===== src/rtl/mux_scan_capture.sv =====
// mux_scan_capture: steps the 8-to-1 mux select through 0..7, samples the mux
// output Y on the last cycle of each DIV-cycle step, and presents the assembled
// byte with a one-cycle valid strobe.
// Optional feature macro: SCAN_PARITY_EN adds a registered parity output
// (XOR of the captured byte), updated together with data.
module mux_scan_capture #(
    parameter int unsigned DIV   = 4,
    parameter int unsigned SEL_W = 4
) (
    input  logic             clk,
    input  logic             rst,
    input  logic             start,
    input  logic             cont,
    input  logic             y_in,
    output logic [SEL_W-1:0] sel,
    output logic [7:0]       data,
    output logic             valid,
    output logic             busy
`ifdef SCAN_PARITY_EN
    ,
    output logic             parity
`endif
);

    localparam int unsigned CNT_W = (DIV > 1) ? $clog2(DIV) : 1;
    localparam int unsigned IDX_W = 3;
    localparam logic [CNT_W-1:0] CNT_LAST = CNT_W'(DIV - 1);
    localparam logic [IDX_W-1:0] IDX_LAST = IDX_W'(7);

    typedef enum logic {
        ST_IDLE = 1'b0,
        ST_RUN  = 1'b1
    } state_t;

    state_t           state_q;
    state_t           state_d;
    logic [CNT_W-1:0] cnt_q;
    logic [CNT_W-1:0] cnt_d;
    logic [IDX_W-1:0] idx_q;
    logic [IDX_W-1:0] idx_d;
    logic [7:0]       shift_q;
    logic [7:0]       shift_d;
    logic [7:0]       data_d;
    logic             valid_d;
    logic             busy_d;

    // Select is the zero-extended step index; the top bit stays 0.
    assign sel = SEL_W'(idx_q);

    // State, counters and registered outputs.
    always_ff @(posedge clk or posedge rst) begin
        if (rst) begin
            state_q <= ST_IDLE;
            cnt_q   <= '0;
            idx_q   <= '0;
            shift_q <= '0;
            data    <= 8'h00;
            valid   <= 1'b0;
            busy    <= 1'b0;
        end else begin
            state_q <= state_d;
            cnt_q   <= cnt_d;
            idx_q   <= idx_d;
            shift_q <= shift_d;
            data    <= data_d;
            valid   <= valid_d;
            busy    <= busy_d;
        end
    end

`ifdef SCAN_PARITY_EN
    // Parity of the byte, refreshed only when a completed scan is presented.
    always_ff @(posedge clk or posedge rst) begin
        if (rst) begin
            parity <= 1'b0;
        end else if (valid_d) begin
            parity <= ^data_d;
        end
    end
`endif

    // Next-state: step timing, sample capture and end-of-scan handling.
    always_comb begin
        state_d = state_q;
        cnt_d   = cnt_q;
        idx_d   = idx_q;
        shift_d = shift_q;
        data_d  = data;
        valid_d = 1'b0;

        case (state_q)
            ST_IDLE: begin
                cnt_d = '0;
                idx_d = '0;
                if (start) begin
                    state_d = ST_RUN;
                    shift_d = '0;
                end
            end
            ST_RUN: begin
                if (cnt_q == CNT_LAST) begin
                    cnt_d          = '0;
                    shift_d[idx_q] = y_in;
                    if (idx_q != IDX_LAST) begin
                        idx_d = idx_q + IDX_W'(1);
                    end else begin
                        // Last sample: publish the byte including this sample.
                        data_d  = shift_d;
                        valid_d = 1'b1;
                        idx_d   = '0;
                        if (!cont) begin
                            state_d = ST_IDLE;
                        end
                    end
                end else begin
                    cnt_d = cnt_q + CNT_W'(1);
                end
            end
            default: begin
                state_d = ST_IDLE;
            end
        endcase

        busy_d = (state_d == ST_RUN);
    end

endmodule

===== config.mk =====
export PLATFORM = sky130hd
export DESIGN_NAME = mux_scan_capture
export DESIGN_NICKNAME = d
export VERILOG_FILES = /design/src/rtl/mux_scan_capture.sv
export SDC_FILE = /design/constraint.sdc
export NUM_CORES = 1
export LEC_CHECK = 0
export ABC_AREA = 0
export CAP_MARGIN = 20
export CORE_MARGIN = 5
export CORE_UTILIZATION = 56
export DETAILED_ROUTE_END_ITERATION = 8
export PLACE_DENSITY_LB_ADDON = 0.08
export SYNTH_ARGS = -nofsm -noshare
export SYNTH_HDL_FRONTEND = slang
export SYNTH_SLANG_ARGS = --single-unit

===== constraint.sdc =====
create_clock -name clk -period 4.55 [get_ports clk]
set_clock_uncertainty 0.2 [all_clocks]
set_input_delay 0.91 -clock clk [delete_from_list [all_inputs] [get_ports clk]]
set_output_delay 0.91 -clock clk [all_outputs]
set_load 0.05 [all_outputs]

* After elaboration in Yosys (flattened, before gate mapping)
Index checks and enable logic that the tools add are counted.
** Word-level totals
- Bits in registers :: 23
- Logic and storage cells :: 38
** Cells by class
- Add/subtract/negate cells :: 2
- Order comparisons :: 2
- Eq/ne operators :: 4
- Muxes and demuxes :: 19
- Bitwise logic cells :: 2
- Reductions and logical operators :: 3
** Operator list (number)
- $mux W8 :: 2
- $pmux W8 S2 :: 1
- $bwmux W8 :: 1
- $mux W1 :: 8
- $mux W3 :: 2
- $pmux W3 S2 :: 1
- $lt A3 B4 Y1 const B :: 1
- $pmux W2 S2 :: 1
- $add A3 B1 Y3 const B :: 1
- $demux W1 S3 :: 1
- $ge A3 B1 Y1 const B :: 1
- $ne A3 B3 Y1 const B :: 1
- $reduce_and A3 Y1 :: 1
- $add A2 B1 Y2 const B :: 1
- $eq A2 B2 Y1 const B :: 1
- $mux W2 :: 1
- $ne A2 B1 Y1 const B :: 1
- $ne A2 B2 Y1 const B :: 1
- $not A1 Y1 :: 2
- $pmux W1 S2 :: 1
- $reduce_and A2 Y1 :: 1
- $logic_and A1 B1 Y1 :: 1

* Longest topological paths before layout
- Depth in word-level cells :: 7
- Gate-level depth with buffers :: 6
- Gate-level depth less buffers :: 5

* Least setup slack after synthesis
OpenSTA, ideal clock, no wires.
- Path type :: reg-to-reg
- Start :: register idx_q[0]
- End :: register data[5]
- Library setup time :: 0.081 ns
- Arrival :: 1.632 ns
- Data required time :: 4.269 ns
- Slack :: 2.637 ns
- Stages on the path, launching flop included :: 7
- Buffers on the path :: 2
- Clock period less this slack :: 1.913 ns
- Cells stage by stage :: dfrtp_1 -> ha_1 -> ha_1 -> and3_4 -> buf_6 -> buf_8 -> a31oi_2
** On the way
- Word-level cells in the longest chain between the ends :: 5
** Ends and longest elaborated chain
- from (decl) :: line 39 : logic [IDX_W-1:0] idx_q;
- from (signal assigned) :: line 63 : idx_q <= idx_d;
- $lt A3 B4 Y1 (not written as such) / $ge A3 B1 Y1 (equally long branches) :: line 103 : shift_d[idx_q] = y_in;
- $logic_and A1 B1 Y1 (not written as such) :: line 103
- $mux W1 (not written as such) :: line 103
- $demux W1 S3 :: line 103
- $bwmux W8 :: line 103
- to (signal assigned) :: line 65 : data <= data_d;
- to (decl) :: line 16 : output logic [7:0] data,
Several ways; a longest one is shown, not always the timed one.
A chain may end at the register's enable or synchronous reset.

* Final worst setup path
- Start :: register idx_q[1]
- End :: output port sel[1]
** RTL lines
- to (decl) :: line 15 : output logic [SEL_W-1:0] sel,
No word-level cell between the ends.

==> results.txt <==
* Result of the run: finished clean
* Initial antenna violation count: 0
- For this block, the initial DRC count from the detailed router was 21.
- TritonCTS created 3 clock buffers.
- Inserted Diodes: 0
- Post-synthesis cell type with the largest combined area: sky130_fd_sc_hd__dfrtp_1
- Yosys warning total: 0
- After global routing, the most crowded layer is met2.
- Entering global routing, the biggest net connects 24 pins.
- After detailed routing, the number of remaining DRC violations is 0.
- Source of the worst register-to-register timing path: idx_q[1]
- Clock-pin slew was measured on the worst setup and hold paths at about 120 ps.
* Hold Path Sink: cnt_q[0]
- Row generation in the floorplan step produced 16 rows.
- In this run, synthesis produced a sequential element count of 23.
* Unrepaired setup endpoints after global routing: no
- Internal cell power: between 500 and 600 uW
- First-pass DRT Iterations: 4
- Upper clock frequency limit: roughly 340 MHz
- Setup slack at placement: 1920 ps
- Part of the total power dissipated in sequential elements: 37.8%
* Max FO, Critical Path: 18
- Initial standard-cell utilization of the core: 59.8%
- Counting both buffers and inverters, the worst setup path holds a total of 1.
* Part of the power in the clock network: around 8.8%
- Number of clock sinks: 23
- Global routing finished with a remaining overflow of 0.
* Arr. time, crit path: 1870 ps
- Number of buffers on the longest clock path: 2
* Final Critical Period: about 3000 ps
- Startpoint of the tightest hold check path: cnt_q[0]
- Type of the worst setup path: register to output port
- When the netlist entered floorplanning its net count stood at 129.
- Sorting the synthesized cells by how often they occur yields sky130_fd_sc_hd__dfrtp_1, sky130_fd_sc_hd__nand2_1, sky130_fd_sc_hd__nand3_1.
* Global-route track usage on met3: between 3 and 4%
- Met2 track demand over resource: 25.7%
* Kind of capture point of the worst setup path: output port
* Fill cell instance count of the final layout: 180
- In this run the clock root is driven by a sky130_fd_sc_hd__clkbuf_4.
- Final setup slack of the worst path: 1570 ps
- Global router's overall resource usage: 15.4%
* CP max stage delay: roughly 900 ps
- Worst-case reg-to-reg path depth: 5
- Via count: approximately 900
* Maximum level of the CTS H-tree: 1
* Critical path, cell by cell: clkdlybuf4s50_1
* Synth area leaders: sky130_fd_sc_hd__dfrtp_1, sky130_fd_sc_hd__nand3_1, sky130_fd_sc_hd__nand2_1, sky130_fd_sc_hd__o211ai_1, sky130_fd_sc_hd__nor2_1
- Summing internal, switching and leakage power gives approximately 1.0 mW.
- In this run the remaining antenna-violating nets after routing total 0.
- The floorplan step defined a core boundary enclosing 1980 um^2.
- The via count of the first global-routing pass is 887.
- The area growth from synthesis to layout is 13.0%.
- Net count of the finished layout: around 140
* Pwr per Cell Area: 777 nW/um^2
* Crit path max-delay family: buffers and inverters
- Fraction of final layout cells with drive strength greater than 1: between 6 and 7%
- Cell depth of the worst min-delay path: 1
- Clock tree from TritonCTS: built
* Placed wire-length estimate after detailed placement: 1550 um
* Hold-fix buffer count after cts: 0
- The congestion estimate from routability-driven global placement came to roughly 0.93.
- Setup total negative slack on the finished layout was measured at 0 ps.
- A synthesized cell averages around 9.8 um^2.
- Sequential cells were found to cover a little under 50% of the synthesized design area.
- Transition time of the tightest slew-check pin: about 840 ps
- Post-synthesis cell type count: 31
- The floorplan step set the die height to 56 um.
- Class of the most critical hold timing path: register to register
- Switching share of power: about half
- In this run, the combinational gates consume a little over half of the power.
- Slowest CP cell: sky130_fd_sc_hd__clkdlybuf4s50_1
* Number of flops mapped to enable cells by yosys: 0
- Synthesis produced a netlist whose cell count is 121.
- Hold Worst Slack: roughly 240 ps
* Slack of the worst reg-to-reg path: around 2700 ps
- After synthesis, the largest area contributor takes up 48.6% of total cell area.
- Worst reg2reg path endpoint: data[2]
- Global routing used 19.3% of the available met1 tracks.
- Once the clock tree was built, the resizer swapped 0 gates to a different size.
* Switching power: 504 uW
- Dominant synthesized flop cell: sky130_fd_sc_hd__dfrtp_1
* VDD IR max: 0.000496 V
- Die Footprint: about 3100 um^2
- The first global-routing pass estimated roughly 3900 um of wire.
* Ys async rst share: 100%
- Number of failing hold endpoints at the final stage: 0
- Horizontal die dimension: about 56 um
- Ratio of final minimum period to clock period: 65.5%
- Relative slew slack: between 40% and 50%
* Mapped cell area: ~1200 um^2
- Leak: ~0.56 nW
- Setup Viol. Count Final: 0
- Yosys instantiated no cell more often than sky130_fd_sc_hd__dfrtp_1.
* Worst path required time: between 3000 and 4000 ps
- Setup crit start kind: register
* Wire length reported by the detailed router: roughly 2200 um
- Via/cell ratio: slightly below 6
- The later pin in the worst-skew pair is clocked with a latency of around 310 ps.
* Num ports: 19
- # port buffers: 17
- Across the run, the number of max-cap violations was 0.
* Wire per inst: around 14 um
* Post-CTS repair timing setup buffer count: 0
- Final-report max-slew violation count: 0
[area by class of cell]
class                           count  area (um^2)  share of cell area, %
Timing Repair Buffer               17          170                   12.7
Tap cell                           27         33.8                   2.52
Sequential cell                    23          576                   43.0
Multi-Input combinational cell     86          522                   39.0
Inverter                            3         11.3                  0.841
Clock buffer                        4         26.3                   1.96
[how the worst max path moves through the flow]
stage,startpoint,endpoint,slack (ps),cells after the start
finish,idx_q[1],sel[1],1570,1
detailed placement,idx_q[1],sel[1],1920,1
CTS,idx_q[1],sel[1],1550,1
global placement,idx_q[2],sel[2],1940,1
floorplan,idx_q[0],data[5],2640,6
global route,idx_q[1],sel[1],1430,1
[metrics by stage]
stage | instances | area [um^2] | utilization [%]
3_5_place_dp | 156 | 1310 | 66.2
3_3_place_gp | 156 | 1310 | 66.2
6_report | 160 | 1340 | 67.6
4_1_cts | 160 | 1340 | 67.6
2_1_floorplan | 121 | 1180 | -
5_1_grt | 160 | 1340 | 67.6
[flip-flops by register name, summed over array words and instances, names as in the netlist]
signal   count
idx_q        3
cnt_q        2
state_q      1
valid        1
shift_q      8
data         8
[cell usage in the layout (no fill, tap or decap)]
master,count
sky130_fd_sc_hd__a21oi_1,1
sky130_fd_sc_hd__a21oi_2,1
sky130_fd_sc_hd__a31oi_1,6
sky130_fd_sc_hd__a31oi_2,1
sky130_fd_sc_hd__and2_1,1
sky130_fd_sc_hd__and3_2,1
sky130_fd_sc_hd__and3_4,1
sky130_fd_sc_hd__and3b_2,1
sky130_fd_sc_hd__clkbuf_1,1
sky130_fd_sc_hd__clkbuf_4,3
sky130_fd_sc_hd__clkdlybuf4s50_1,17
sky130_fd_sc_hd__conb_1,1
sky130_fd_sc_hd__dfrtp_1,23
sky130_fd_sc_hd__ha_1,3
sky130_fd_sc_hd__inv_1,3
sky130_fd_sc_hd__mux2i_1,4
sky130_fd_sc_hd__nand2_1,13
sky130_fd_sc_hd__nand2b_1,3
sky130_fd_sc_hd__nand3_1,13
sky130_fd_sc_hd__nand3b_1,1
sky130_fd_sc_hd__nand4_1,2
sky130_fd_sc_hd__nor2_1,11
sky130_fd_sc_hd__nor2b_1,6
sky130_fd_sc_hd__nor3b_1,1
sky130_fd_sc_hd__o211ai_1,6
sky130_fd_sc_hd__o21ai_0,5
sky130_fd_sc_hd__o311ai_0,1
sky130_fd_sc_hd__o311ai_1,1
sky130_fd_sc_hd__o31ai_1,2
[layer usage]
layer	share of wire, %	vias up
met1	44	431
met4	1.8	0
li1	-	450
met3	7.0	5
met2	48	39
met5	0	-
[cells by family after synthesis]
| kind of cell | synth area share [%] |
|---|---|
| flops | 48.6 |
| fa+ha+maj | 3.17 |
| buf+inv | 7.39 |
| compound gates | 14.0 |
| mux | 3.38 |
| other cells | 0.316 |
| simple gates | 23.1 |
[power groups by stage]
stage | combinational, mW | clock, mW | sequential [mW]
2_1_floorplan | 0.296 | 0 | 0.525
3_3_place_gp | 0.553 | 0 | 0.391
3_5_place_dp | 0.558 | 0 | 0.399
4_1_cts | 0.559 | 0.0942 | 0.394
5_1_grt | 0.605 | 0.106 | 0.413
6_report | 0.555 | 0.0920 | 0.394
No activity file was read; power rests on OpenSTA's default activity.
